File: config.mk
export PLATFORM = sky130hd
export DESIGN_NAME = sc_game_timer_zoned
export DESIGN_NICKNAME = d
export VERILOG_FILES = /design/src/rtl/sc_game_pkg.sv /design/src/rtl/sc_bin2bcd_99.sv /design/src/rtl/sc_game_timer_zoned.sv
export SDC_FILE = /design/constraint.sdc
export NUM_CORES = 1
export LEC_CHECK = 0
export BUFFER_PORTS_ARGS = -buffer_cell sky130_fd_sc_hd__clkbuf_2
export CORE_MARGIN = 3
export CORE_UTILIZATION = 63
export CTS_CLUSTER_DIAMETER = 120
export DETAILED_ROUTE_END_ITERATION = 7
export PLACE_DENSITY_LB_ADDON = 0.12
export SYNTH_ARGS = -nofsm -noshare
export SYNTH_HDL_FRONTEND = slang
export SYNTH_SLANG_ARGS = --single-unit
export TNS_END_PERCENT = 5
File: constraint.sdc
create_clock -name SC_RegGENERAL_CLOCK_50 -period 7.6 [get_ports SC_RegGENERAL_CLOCK_50]
set_clock_uncertainty 0.1 [all_clocks]
set_input_delay 0.76 -clock SC_RegGENERAL_CLOCK_50 [delete_from_list [all_inputs] [get_ports SC_RegGENERAL_CLOCK_50]]
set_output_delay 0.76 -clock SC_RegGENERAL_CLOCK_50 [all_outputs]
set_load 0.005 [all_outputs]
File: src/rtl/sc_game_pkg.sv
// Shared types and constants for the RoadFighter game-time counter.
// Holds the FSM state encoding, zone indices and the prescaler width helper.
package sc_game_pkg;

    typedef enum logic [1:0] {
        ST_IDLE   = 2'd0,
        ST_RUN    = 2'd1,
        ST_PAUSED = 2'd2,
        ST_DONE   = 2'd3
    } state_t;

    localparam logic [2:0] ZONE_0 = 3'd0;
    localparam logic [2:0] ZONE_1 = 3'd1;
    localparam logic [2:0] ZONE_2 = 3'd2;
    localparam logic [2:0] ZONE_3 = 3'd3;
    localparam logic [2:0] ZONE_4 = 3'd4;

    // Bits needed to hold 0..div-1; never less than one bit.
    function automatic int presc_width(input int div);
        return (div < 2) ? 1 : $clog2(div);
    endfunction

endpackage

File: src/rtl/sc_bin2bcd_99.sv
// Combinational 7-bit binary to two BCD digits for the 7-segment driver.
// Results are meaningful for inputs 0..99.
module sc_bin2bcd_99 (
    input  logic [6:0] bin,
    output logic [3:0] tens,
    output logic [3:0] units
);

    assign tens  = 4'(bin / 7'd10);
    assign units = 4'(bin - 7'(tens) * 7'd10);

endmodule

File: src/rtl/sc_game_timer_zoned.sv
// Game-time counter: prescaled tick, up/down time count with start/pause/clear,
// terminal DONE, speed/fuel zone classification and BCD presentation.
module sc_game_timer_zoned
    import sc_game_pkg::*;
#(
    parameter int PRESCALE_DIV = 50000000,
    parameter int TIME_WIDTH   = 8,
    parameter int LIMIT        = 60,
    parameter int COUNT_DOWN   = 0,
    parameter int ZONE1_END    = 11,
    parameter int ZONE2_END    = 18,
    parameter int ZONE3_END    = 33,
    parameter int ZONE4_END    = 41
) (
    input  logic                  SC_RegGENERAL_CLOCK_50,
    input  logic                  SC_RegGENERAL_RESET_InHigh,
    input  logic                  SC_RegGENERAL_START_InHigh,
    input  logic                  SC_RegGENERAL_PAUSE_InHigh,
    input  logic                  SC_RegGENERAL_CLEAR_InHigh,
    output logic [TIME_WIDTH-1:0] SC_RegGENERAL_data_OutBUS,
    output logic                  SC_RegGENERAL_TICK_Out,
    output logic [2:0]            SC_RegGENERAL_ZONE_OutBUS,
    output logic [3:0]            SC_RegGENERAL_BCDTENS_OutBUS,
    output logic [3:0]            SC_RegGENERAL_BCDUNITS_OutBUS,
    output logic                  SC_RegGENERAL_RUNNING_Out,
    output logic                  SC_RegGENERAL_DONE_Out
);

    localparam int PW = presc_width(PRESCALE_DIV);
    localparam logic [PW-1:0]         PRESC_ZERO = {PW{1'b0}};
    localparam logic [PW-1:0]         PRESC_ONE  = PW'(1);
    localparam logic [PW-1:0]         PRESC_LAST = PW'(PRESCALE_DIV - 1);
    localparam logic [TIME_WIDTH-1:0] TIME_ONE   = TIME_WIDTH'(1);
    localparam logic [TIME_WIDTH-1:0] TIME_LIMIT = TIME_WIDTH'(LIMIT);
    localparam logic [TIME_WIDTH-1:0] INIT_TIME  = (COUNT_DOWN != 0) ? TIME_LIMIT : {TIME_WIDTH{1'b0}};
    localparam logic [TIME_WIDTH-1:0] END_TIME   = (COUNT_DOWN != 0) ? {TIME_WIDTH{1'b0}} : TIME_LIMIT;

    if ((LIMIT < 1) || (LIMIT > 99)) begin : g_bad_limit_range
        $error("sc_game_timer_zoned: LIMIT must be within 1..99");
    end
    if ((TIME_WIDTH < 31) && (LIMIT >= (1 << TIME_WIDTH))) begin : g_bad_limit_width
        $error("sc_game_timer_zoned: LIMIT does not fit TIME_WIDTH");
    end
    if (PRESCALE_DIV < 2) begin : g_bad_prescale
        $error("sc_game_timer_zoned: PRESCALE_DIV must be at least 2");
    end
    if (!((ZONE1_END < ZONE2_END) && (ZONE2_END < ZONE3_END) && (ZONE3_END < ZONE4_END))) begin : g_bad_zones
        $error("sc_game_timer_zoned: zone thresholds must be strictly increasing");
    end

    state_t                  state_r, state_s;
    logic [PW-1:0]           presc_r, presc_s;
    logic [TIME_WIDTH-1:0]   time_r, time_s;
    logic [TIME_WIDTH-1:0]   time_step_s;
    logic                    tick_r, tick_s;
    logic                    running_r, done_r;
    logic [TIME_WIDTH-1:0]   elapsed_s;
    logic [31:0]             elapsed_ext_s;
    logic [2:0]              zone_s;
    logic [3:0]              bcd_tens_s, bcd_units_s;

    assign time_step_s = (COUNT_DOWN != 0) ? (time_r - TIME_ONE) : (time_r + TIME_ONE);

    // Next-state, prescaler and time update; CLEAR outranks PAUSE outranks START.
    always_comb begin
        state_s = state_r;
        presc_s = presc_r;
        time_s  = time_r;
        tick_s  = 1'b0;
        if (SC_RegGENERAL_CLEAR_InHigh) begin
            state_s = ST_IDLE;
            presc_s = PRESC_ZERO;
            time_s  = INIT_TIME;
        end else begin
            case (state_r)
                ST_IDLE: begin
                    if (!SC_RegGENERAL_PAUSE_InHigh && SC_RegGENERAL_START_InHigh) begin
                        state_s = ST_RUN;
                        presc_s = PRESC_ZERO;
                    end else begin
                        state_s = ST_IDLE;
                    end
                end
                ST_RUN: begin
                    // A tick coinciding with PAUSE still lands; reaching END wins over PAUSE.
                    if (presc_r == PRESC_LAST) begin
                        presc_s = PRESC_ZERO;
                        time_s  = time_step_s;
                        tick_s  = 1'b1;
                        if (time_step_s == END_TIME) begin
                            state_s = ST_DONE;
                        end else if (SC_RegGENERAL_PAUSE_InHigh) begin
                            state_s = ST_PAUSED;
                        end else begin
                            state_s = ST_RUN;
                        end
                    end else begin
                        presc_s = presc_r + PRESC_ONE;
                        if (SC_RegGENERAL_PAUSE_InHigh) begin
                            state_s = ST_PAUSED;
                        end else begin
                            state_s = ST_RUN;
                        end
                    end
                end
                ST_PAUSED: begin
                    // Prescaler is deliberately held so a resume finishes the partial tick.
                    if (!SC_RegGENERAL_PAUSE_InHigh && SC_RegGENERAL_START_InHigh) begin
                        state_s = ST_RUN;
                    end else begin
                        state_s = ST_PAUSED;
                    end
                end
                ST_DONE: begin
                    state_s = ST_DONE;
                end
                default: begin
                    state_s = ST_IDLE;
                    presc_s = PRESC_ZERO;
                    time_s  = INIT_TIME;
                end
            endcase
        end
    end

    // State, prescaler, time and registered status outputs.
    always_ff @(posedge SC_RegGENERAL_CLOCK_50 or posedge SC_RegGENERAL_RESET_InHigh) begin
        if (SC_RegGENERAL_RESET_InHigh) begin
            state_r   <= ST_IDLE;
            presc_r   <= PRESC_ZERO;
            time_r    <= INIT_TIME;
            tick_r    <= 1'b0;
            running_r <= 1'b0;
            done_r    <= 1'b0;
        end else begin
            state_r   <= state_s;
            presc_r   <= presc_s;
            time_r    <= time_s;
            tick_r    <= tick_s;
            running_r <= (state_s == ST_RUN);
            done_r    <= (state_s == ST_DONE);
        end
    end

    assign elapsed_s     = (COUNT_DOWN != 0) ? (TIME_LIMIT - time_r) : time_r;
    assign elapsed_ext_s = 32'(elapsed_s);

    // Zone is the first threshold the elapsed time is still below.
    always_comb begin
        zone_s = ZONE_4;
        if (elapsed_ext_s < 32'(ZONE1_END)) begin
            zone_s = ZONE_0;
        end else if (elapsed_ext_s < 32'(ZONE2_END)) begin
            zone_s = ZONE_1;
        end else if (elapsed_ext_s < 32'(ZONE3_END)) begin
            zone_s = ZONE_2;
        end else if (elapsed_ext_s < 32'(ZONE4_END)) begin
            zone_s = ZONE_3;
        end else begin
            zone_s = ZONE_4;
        end
    end

    sc_bin2bcd_99 u_bcd (
        .bin   (7'(time_r)),
        .tens  (bcd_tens_s),
        .units (bcd_units_s)
    );

    assign SC_RegGENERAL_data_OutBUS     = time_r;
    assign SC_RegGENERAL_TICK_Out        = tick_r;
    assign SC_RegGENERAL_ZONE_OutBUS     = zone_s;
    assign SC_RegGENERAL_BCDTENS_OutBUS  = bcd_tens_s;
    assign SC_RegGENERAL_BCDUNITS_OutBUS = bcd_units_s;
    assign SC_RegGENERAL_RUNNING_Out     = running_r;
    assign SC_RegGENERAL_DONE_Out        = done_r;

endmodule

==> results of run 1 <==
## synthesized netlist by cell type (3+ instances only)
library cell                count  area share, %
sky130_fd_sc_hd__ha_1           7            3.4
sky130_fd_sc_hd__o31ai_1        4            1.2
sky130_fd_sc_hd__inv_1         13            1.9
sky130_fd_sc_hd__nor2b_1        5            1.2
sky130_fd_sc_hd__nand2b_1       8            1.9
sky130_fd_sc_hd__clkbuf_1       7            1.0
sky130_fd_sc_hd__o21ai_0       12            2.3
sky130_fd_sc_hd__a31oi_1        6            1.5
sky130_fd_sc_hd__nor3_1         3           0.58
sky130_fd_sc_hd__xor2_1        11            3.7
sky130_fd_sc_hd__o2111ai_1      8            2.7
sky130_fd_sc_hd__or3_1          6            1.5
sky130_fd_sc_hd__nand2_1       20            2.9
sky130_fd_sc_hd__nand4_1        9            2.2
sky130_fd_sc_hd__mux2i_1        3            1.2
sky130_fd_sc_hd__dfrtp_1       39             38
sky130_fd_sc_hd__nand3_1       10            1.9
sky130_fd_sc_hd__a22o_1         3            1.0
sky130_fd_sc_hd__a21oi_1       20            3.9
sky130_fd_sc_hd__xnor2_1        7            2.4
sky130_fd_sc_hd__nor2_1        29            4.2
sky130_fd_sc_hd__a211oi_1       6            1.7
sky130_fd_sc_hd__o211ai_1       3           0.87
## kinds of logic (layout without fill, tap and decap cells)
family	after synthesis	in the layout	share of synthesized area (%)
AND/OR/NAND/NOR	116	116	25.9
AO/OA/AOI/OAI	74	74	19.2
flip-flops	39	39	37.9
buffers and inverters	26	49	5.00
XOR/XNOR	18	18	6.12
adder cells (fa/ha/maj)	8	8	4.18
multiplexers	4	4	1.60
## routing by layer
metal | vias to the layer above | GRT usage (%)
met5 | - | 0
met4 | 0 | 3.83
met3 | 2 | 4.32
met2 | 65 | 33.1
met1 | 1074 | 34.3
li1 | 1089 | -
## registers in the layout, summed over array words and instances (netlist names)
signal / count
SC_RegGENERAL_DONE_Out: 1
SC_RegGENERAL_RUNNING_Out: 1
SC_RegGENERAL_TICK_Out: 1
SC_RegGENERAL_data_OutBUS: 8
presc_r: 26
state_r: 2
## final timing paths
| path | end | start | cells after the start | slack (ns) |
|---|---|---|---|---|
| worst min register to register | presc_r[6] | presc_r[6] | 1 | 0.41 |
| worst max-delay path | SC_RegGENERAL_BCDUNITS_OutBUS[3] | SC_RegGENERAL_data_OutBUS[4] | 15 | 2.58 |
| min in group asynchronous | presc_r[24] | SC_RegGENERAL_RESET_InHigh | 3 | 0.45 |
| max in group asynchronous | SC_RegGENERAL_TICK_Out | SC_RegGENERAL_RESET_InHigh | 3 | 6.61 |
| worst min-delay path | presc_r[6] | presc_r[6] | 1 | 0.41 |
| worst max register to register | presc_r[14] | state_r[0] | 5 | 4.91 |
## per-stage QoR
stage / setup slack [ns] / area, um^2 / hold slack (ns) / util, %
detailed placement: 2.95 / 2700 / 0.393 / 71.1
global route: 2.30 / 2820 / 0.444 / 74.2
global placement: 3.26 / 2700 / 0.398 / 71.1
CTS: 2.62 / 2820 / 0.402 / 74.2
finish: 2.58 / 2820 / 0.413 / 74.2
floorplan: 3.46 / 2570 / 0.366 / -
## cell type report
cell class	instances	area (um^2)	share of cell area [%]
Inverter	13	48.8	1.73
Clock buffer	6	82.6	2.93
Clock inverter	2	35.0	1.24
Timing Repair Buffer	28	145	5.15
Tap cell	48	60.1	2.13
Sequential cell	39	976	34.6
Multi-Input combinational cell	220	1470	52.2
## worst max-delay path: cells and delay by family (launching register included)
kind	cells	cell delay, ns
XOR/XNOR	3	0.44
buffers and inverters	2	0.20
adder cells (fa/ha/maj)	3	0.71
AND/OR/NAND/NOR	3	1.05
AO/OA/AOI/OAI	4	0.87
flip-flops	1	0.59
## power groups by stage
stage | logic [mW] | registers, mW | clock network [mW]
after floorplan | 0.0149 | 0.213 | 0
after global placement | 0.0189 | 0.213 | 0
after detailed placement | 0.0191 | 0.213 | 0
after CTS | 0.0193 | 0.209 | 0.181
after global routing | 0.0211 | 0.209 | 0.189
final | 0.0190 | 0.209 | 0.177
## cells in the final DEF (no fill, tap or decap), types with 3 or more instances in the layout
cell | Yosys | routed
sky130_fd_sc_hd__a211oi_1 | 6 | 6
sky130_fd_sc_hd__a21oi_1 | 20 | 20
sky130_fd_sc_hd__a22o_1 | 3 | 3
sky130_fd_sc_hd__a31oi_1 | 6 | 6
sky130_fd_sc_hd__clkbuf_2 | 0 | 26
sky130_fd_sc_hd__clkbuf_8 | 1 | 6
sky130_fd_sc_hd__dfrtp_1 | 39 | 39
sky130_fd_sc_hd__ha_1 | 7 | 7
sky130_fd_sc_hd__inv_1 | 13 | 13
sky130_fd_sc_hd__mux2i_1 | 3 | 3
sky130_fd_sc_hd__nand2_1 | 20 | 20
sky130_fd_sc_hd__nand2b_1 | 8 | 8
sky130_fd_sc_hd__nand3_1 | 10 | 10
sky130_fd_sc_hd__nand4_1 | 9 | 9
sky130_fd_sc_hd__nor2_1 | 29 | 29
sky130_fd_sc_hd__nor2b_1 | 5 | 5
sky130_fd_sc_hd__nor3_1 | 3 | 3
sky130_fd_sc_hd__o2111ai_1 | 8 | 8
sky130_fd_sc_hd__o211ai_1 | 3 | 3
sky130_fd_sc_hd__o21ai_0 | 12 | 12
sky130_fd_sc_hd__o31ai_1 | 4 | 4
sky130_fd_sc_hd__or3_1 | 6 | 6
sky130_fd_sc_hd__xnor2_1 | 7 | 7
sky130_fd_sc_hd__xor2_1 | 11 | 11
==> metrics.csv, run 1 <==
metric,value,unit
start_kind,register,
total_power,0.405,mW
cts.sink_count,39,
layout_worst_path_cycle_share,66.0,%
die_height,69.9,um
placed_cells_incl_taps,348,
cts_htree_levels,2,
wl_met3,302,um
fp.dieW,69.9,um
floorplan.core_area,0.00380,mm^2
number_of_global_route_vias_before_repair,1950,
cts.repair_timing.setup_buffer_count,0,
antenna_found_initial,0,
nNetsFinal,320,
end_kind,primary output,
postSynthNetCount,298,
critical_path.slowest_cell,sky130_fd_sc_hd__dfrtp_1,
initial_utilization,67.8,%
critical-path-top-cell-by-count,sky130_fd_sc_hd__xnor2_1,
cts_buffer_depth,2,
cts_tree,yes,
met1_length,2650,um
synth_top_flop_cell,sky130_fd_sc_hd__dfrtp_1,
ys_warn_count,0,
fraction_of_final_layout_cells_with_drive_strength_greater_than_1,16.6,%
asyncSetResetFlopFracSynth,100,%
leakage_power_of_the_design,1.21,nW
critPathMaxFanout,15,
insertion_delay,0.29,ns
worst_setup_hold_path_clk_slew,0.08,ns
avgSynthCellArea,9.03,um^2
synth_edf_count,0,
power.combinational.fraction,4.7,%
place.port_buffers,26,
sequential_group_share_of_total_power,51.6,%
worst_path_largest_cell_delay,0.59,ns
route.antenna.remaining_nets,0,
drt_wl_total,5390,um
grt_start_max_net_pins,40,
num_vias,2230,
die_area,0.00489,mm^2
power-per-cell-area,144,mW/mm^2
p_switching,0.0863,mW
crit_path_cell_trace,nor2b_1 -> nor3_1 -> a211o_1 -> ha_1 -> nor3b_1 -> o32ai_1 -> o21ai_0 -> o211ai_1 -> ha_1 -> inv_1 -> fa_1 -> xnor2_1 -> xnor2_1 -> xnor2_1 -> clkbuf_2,
detail_route.first_pass.iterations,4,
instances_no_fill,356,
drc,0,
cells_after_synth,285,
post-dp-hpwl,3860,um
sequential_element_share_of_the_synthesized_area,37.9,%
worstMarginPinSlew,1.12,ns
met2_wirelength,2430,um
rsz0062_at_grt,false,
timing_worst_setup_path_type,register to primary output,
maxClockFrequency,199,MHz
postSynthRegisterBits,39,
tns,0,ns
wire_per_inst,15.1,um
cts-buffers-inserted,5,
drv_cap,0,
gp_congestion,0.882,
cts_hold_buf,0,
route.top_layer_used,met4,
timing.final.hold_violations,0,
worst_ir_drop_vdd,0.000137,V
ctsRootBufferMaster,sky130_fd_sc_hd__clkbuf_8,
postCtsResizedCells,0,
hp-class,register to register,
grt-ovfl-total,0,
setup_violations,0,
status,finished clean,
switching_share,21.3,%
synth.cell_area,0.00257,mm^2
final_max_slew_viol_count,0,
grt_overall_usage,22.3,%
rows,22,
clockPowerShare,43.7,%
drt_iter0_drc,257,
period_minus_slack,5.02,ns
areaGrowthSynthToFinish,9.43,%
post_drt_via_cell_ratio,6.26,
crit_required,6.74,ns
antenna_diode_count,0,
timing.slew.headroom,25.2,%
intPower,0.319,mW
io_pins,27,
worst-endpoint-arrival,4.16,ns
fill_cells,294,
first_pass_grt_wire_length,9140,um
synth_cell_types,59,
No activity file was read; power rests on OpenSTA's default activity.
==> inputs of run 2 (changes only) <==
--- a/config.mk
+++ b/config.mk
@@ -7,7 +7,7 @@
 export LEC_CHECK = 0
 export BUFFER_PORTS_ARGS = -buffer_cell sky130_fd_sc_hd__clkbuf_2
 export CORE_MARGIN = 3
-export CORE_UTILIZATION = 63
+export CORE_UTILIZATION = 53
 export CTS_CLUSTER_DIAMETER = 120
 export DETAILED_ROUTE_END_ITERATION = 7
 export PLACE_DENSITY_LB_ADDON = 0.12
==> constraint.sdc (replaced) <==
create_clock -name SC_RegGENERAL_CLOCK_50 -period 4.1 [get_ports SC_RegGENERAL_CLOCK_50]
set_clock_uncertainty 0.1 [all_clocks]
set_input_delay 0.41 -clock SC_RegGENERAL_CLOCK_50 [delete_from_list [all_inputs] [get_ports SC_RegGENERAL_CLOCK_50]]
set_output_delay 0.41 -clock SC_RegGENERAL_CLOCK_50 [all_outputs]
set_load 0.005 [all_outputs]
==> run 2 against run 1 <==
Count of clock-buffer cells in the layout decreased by 1. Combinational power increased by 99%. Flip-flop and latch count unchanged. First-iteration DRC count increased by 22%. Total power increased by 100%. Global-route usage increased by 1.4 points. Largest cell class unchanged.
==> metrics.csv, run 2 (same netlist as run 1, synthesis figures left out) <==
metric,value,unit,change
worst_ir_drop_vdd,0.000277,V,+100%
post-dp-hpwl,4140,um,+7.2%
rsz0062_at_grt,true,,
ctsRootBufferMaster,sky130_fd_sc_hd__clkbuf_8,,
place.port_buffers,26,,unchanged
cts_buffer_depth,2,,unchanged
route.antenna.remaining_nets,0,,unchanged
fraction_of_final_layout_cells_with_drive_strength_greater_than_1,26.7,%,+10 points
post-route-cell-area,0.00308,mm^2,+9.4%
most_common_library_cell_in_the_layout_ignoring_fill_and_taps,sky130_fd_sc_hd__dfrtp_1,,
grt-ovfl-total,0,,unchanged
fp.dieW,75.7,um,+8.3%
cts-buffers-inserted,5,,unchanged
cts_tree,yes,,
hp-class,input port to async pin,,
worst_path_largest_cell_delay,0.45,ns,-0.14 ns
die_height,75.7,um,+8.3%
final_max_slew_viol_count,0,,unchanged
grt_overall_usage,23.6,%,+1.4 points
detail_route.first_pass.iterations,4,,unchanged
cts_htree_levels,2,,unchanged
drt_wl_total,6490,um,+20%
layout_worst_path_cycle_share,99.7,%,
status,finished clean,,
first_pass_grt_wire_length,10500,um,+14%
wire_per_inst,16.6,um,+9.5%
number_of_global_route_vias_before_repair,2157,,+11%
die_area,0.00573,mm^2,+17%
ff2ff_setup_slack,1.56,ns,-3.35 ns
end_kind,primary output,,
insertion_delay,0.30,ns,about the same
registers.top_by_ff_count,presc_r,,
antenna_diode_count,0,,unchanged
timing.slew.headroom,53.9,%,+29 points
setup_violations,0,,unchanged
antenna_found_initial,0,,unchanged
worst_setup_hold_path_clk_slew,0.09,ns,about the same
drt_iter0_drc,314,,+22%
seq_area,978,um^2,+0.26%
post_drt_via_cell_ratio,6.06,,-3.3%
leakage_power_of_the_design,1.33,nW,+10%
largest_register_ffs,26,,unchanged
dpl-instance-area,0.00278,mm^2,+3.0%
critical_path.slowest_cell,sky130_fd_sc_hd__dfrtp_2,,
critPathMaxFanout,5,,-10
io_pins,27,,unchanged
areaGrowthSynthToFinish,19.7,%,
initial_utilization,56.8,%,-11 points
start_kind,register,,
worst_r2r_endpoint,presc_r[11],,
cts.sink_count,39,,unchanged
gp_congestion,0.855,,-3.2%
timing.final.hold_violations,0,,unchanged
crit_required,3.59,ns,-3.15 ns
fill_cells,361,,+23%
rr_startpoint,presc_r[24],,
drc,0,,unchanged
nNetsFinal,338,,+5.6%
period_minus_slack,4.09,ns,
r2r.worst_path.cells,6,,+1
floorplan.core_area,0.00453,mm^2,+19%
maxClockFrequency,245,MHz,
power-per-cell-area,263,mW/mm^2,+83%
tns,0,ns,unchanged
worstMarginPinSlew,0.689,ns,-0.433 ns
crit_path_cell_trace,buf_12 -> a211oi_2 -> a211oi_2 -> a211o_1 -> ha_1 -> nor3b_4 -> a21oi_1 -> a31oi_1 -> o211ai_1 -> ha_2 -> inv_2 -> fa_2 -> xnor2_2 -> xnor2_2 -> xnor2_1 -> buf_2,,
multi_input_area,0.00154,mm^2,+5.0%
worst-endpoint-arrival,3.58,ns,-0.58 ns
grt_start_max_net_pins,40,,unchanged
rows,24,,+9.1%
num_vias,2369,,+6.2%
timing_worst_setup_path_type,register to primary output,,
highest_count_cells_in_the_layout_ignoring_fill_and_taps,"sky130_fd_sc_hd__dfrtp_1, sky130_fd_sc_hd__nor2_1, sky130_fd_sc_hd__clkbuf_2",,
drv_cap,0,,unchanged
cts_hold_buf,0,,unchanged
total_power,0.812,mW,+100%
whs,0.0955,ns,-0.317 ns
## run 2: worst max-delay path by stage
stage,endpoint,from,slack (ns),cells after the start
final,SC_RegGENERAL_BCDUNITS_OutBUS[3],SC_RegGENERAL_data_OutBUS[4],0.01,16
after global routing,SC_RegGENERAL_BCDUNITS_OutBUS[3],SC_RegGENERAL_data_OutBUS[4],-0.13,16
after CTS,SC_RegGENERAL_BCDUNITS_OutBUS[3],SC_RegGENERAL_data_OutBUS[5],0.005,17
after detailed placement,SC_RegGENERAL_BCDUNITS_OutBUS[3],SC_RegGENERAL_data_OutBUS[6],-0.005,17
after global placement,SC_RegGENERAL_BCDUNITS_OutBUS[3],SC_RegGENERAL_data_OutBUS[6],0.29,17
after floorplan,SC_RegGENERAL_BCDUNITS_OutBUS[3],SC_RegGENERAL_data_OutBUS[4],0.31,16
## run 2: per-stage QoR
| step | util, % | cells | worst slack, ns |
|---|---|---|---|
| after CTS | 65.6 | 386 | 0.00476 |
| final | 68.0 | 391 | 0.0127 |
| after detailed placement | 61.3 | 373 | -0.00502 |
| after global routing | 68.0 | 391 | -0.132 |
| after global placement | 61.3 | 373 | 0.288 |
| after floorplan | - | 285 | 0.307 |
## run 2: layer usage
layer,vias to the layer above,GRT usage (%),part of all wire [%]
li1,1124,-,-
met1,1147,35.7,45
met2,87,35.9,48
met3,11,3.96,6.0
met4,0,5.05,1.6
met5,-,0,0
## run 2: where the power goes
group | switching, mW | internal (mW)
combinational | 0.0291 | 0.00882
sequential | 0.00151 | 0.386
clock | 0.144 | 0.243
## run 2: layout make-up
class | instances | share of cell area (%)
Clock buffer | 5 | 2.23
Clock inverter | 3 | 2.19
Inverter | 13 | 1.58
Multi-Input combinational cell | 220 | 50.1
Sequential cell | 39 | 31.7
Tap cell | 65 | 2.64
Timing Repair Buffer | 46 | 9.54
## run 2: timing repair
| action | CTS | global route |
|---|---|---|
| setup endpoints to repair | 2 | 1 |
| pin swaps | 11 | 8 |
| resized for setup | 7 | 17 |
| buffers inserted | 5 | 5 |
## run 2: critical path: cells and delay by family, from the launching register on
kind | cells | cell delay, ns
AOI/OAI and AO/OA | 6 | 0.97
xor gates and xnor gates | 3 | 0.48
adders and majority gates | 3 | 0.88
buffers and inverters | 3 | 0.33
DFF | 1 | 0.45
and+or+nand+nor | 1 | 0.18
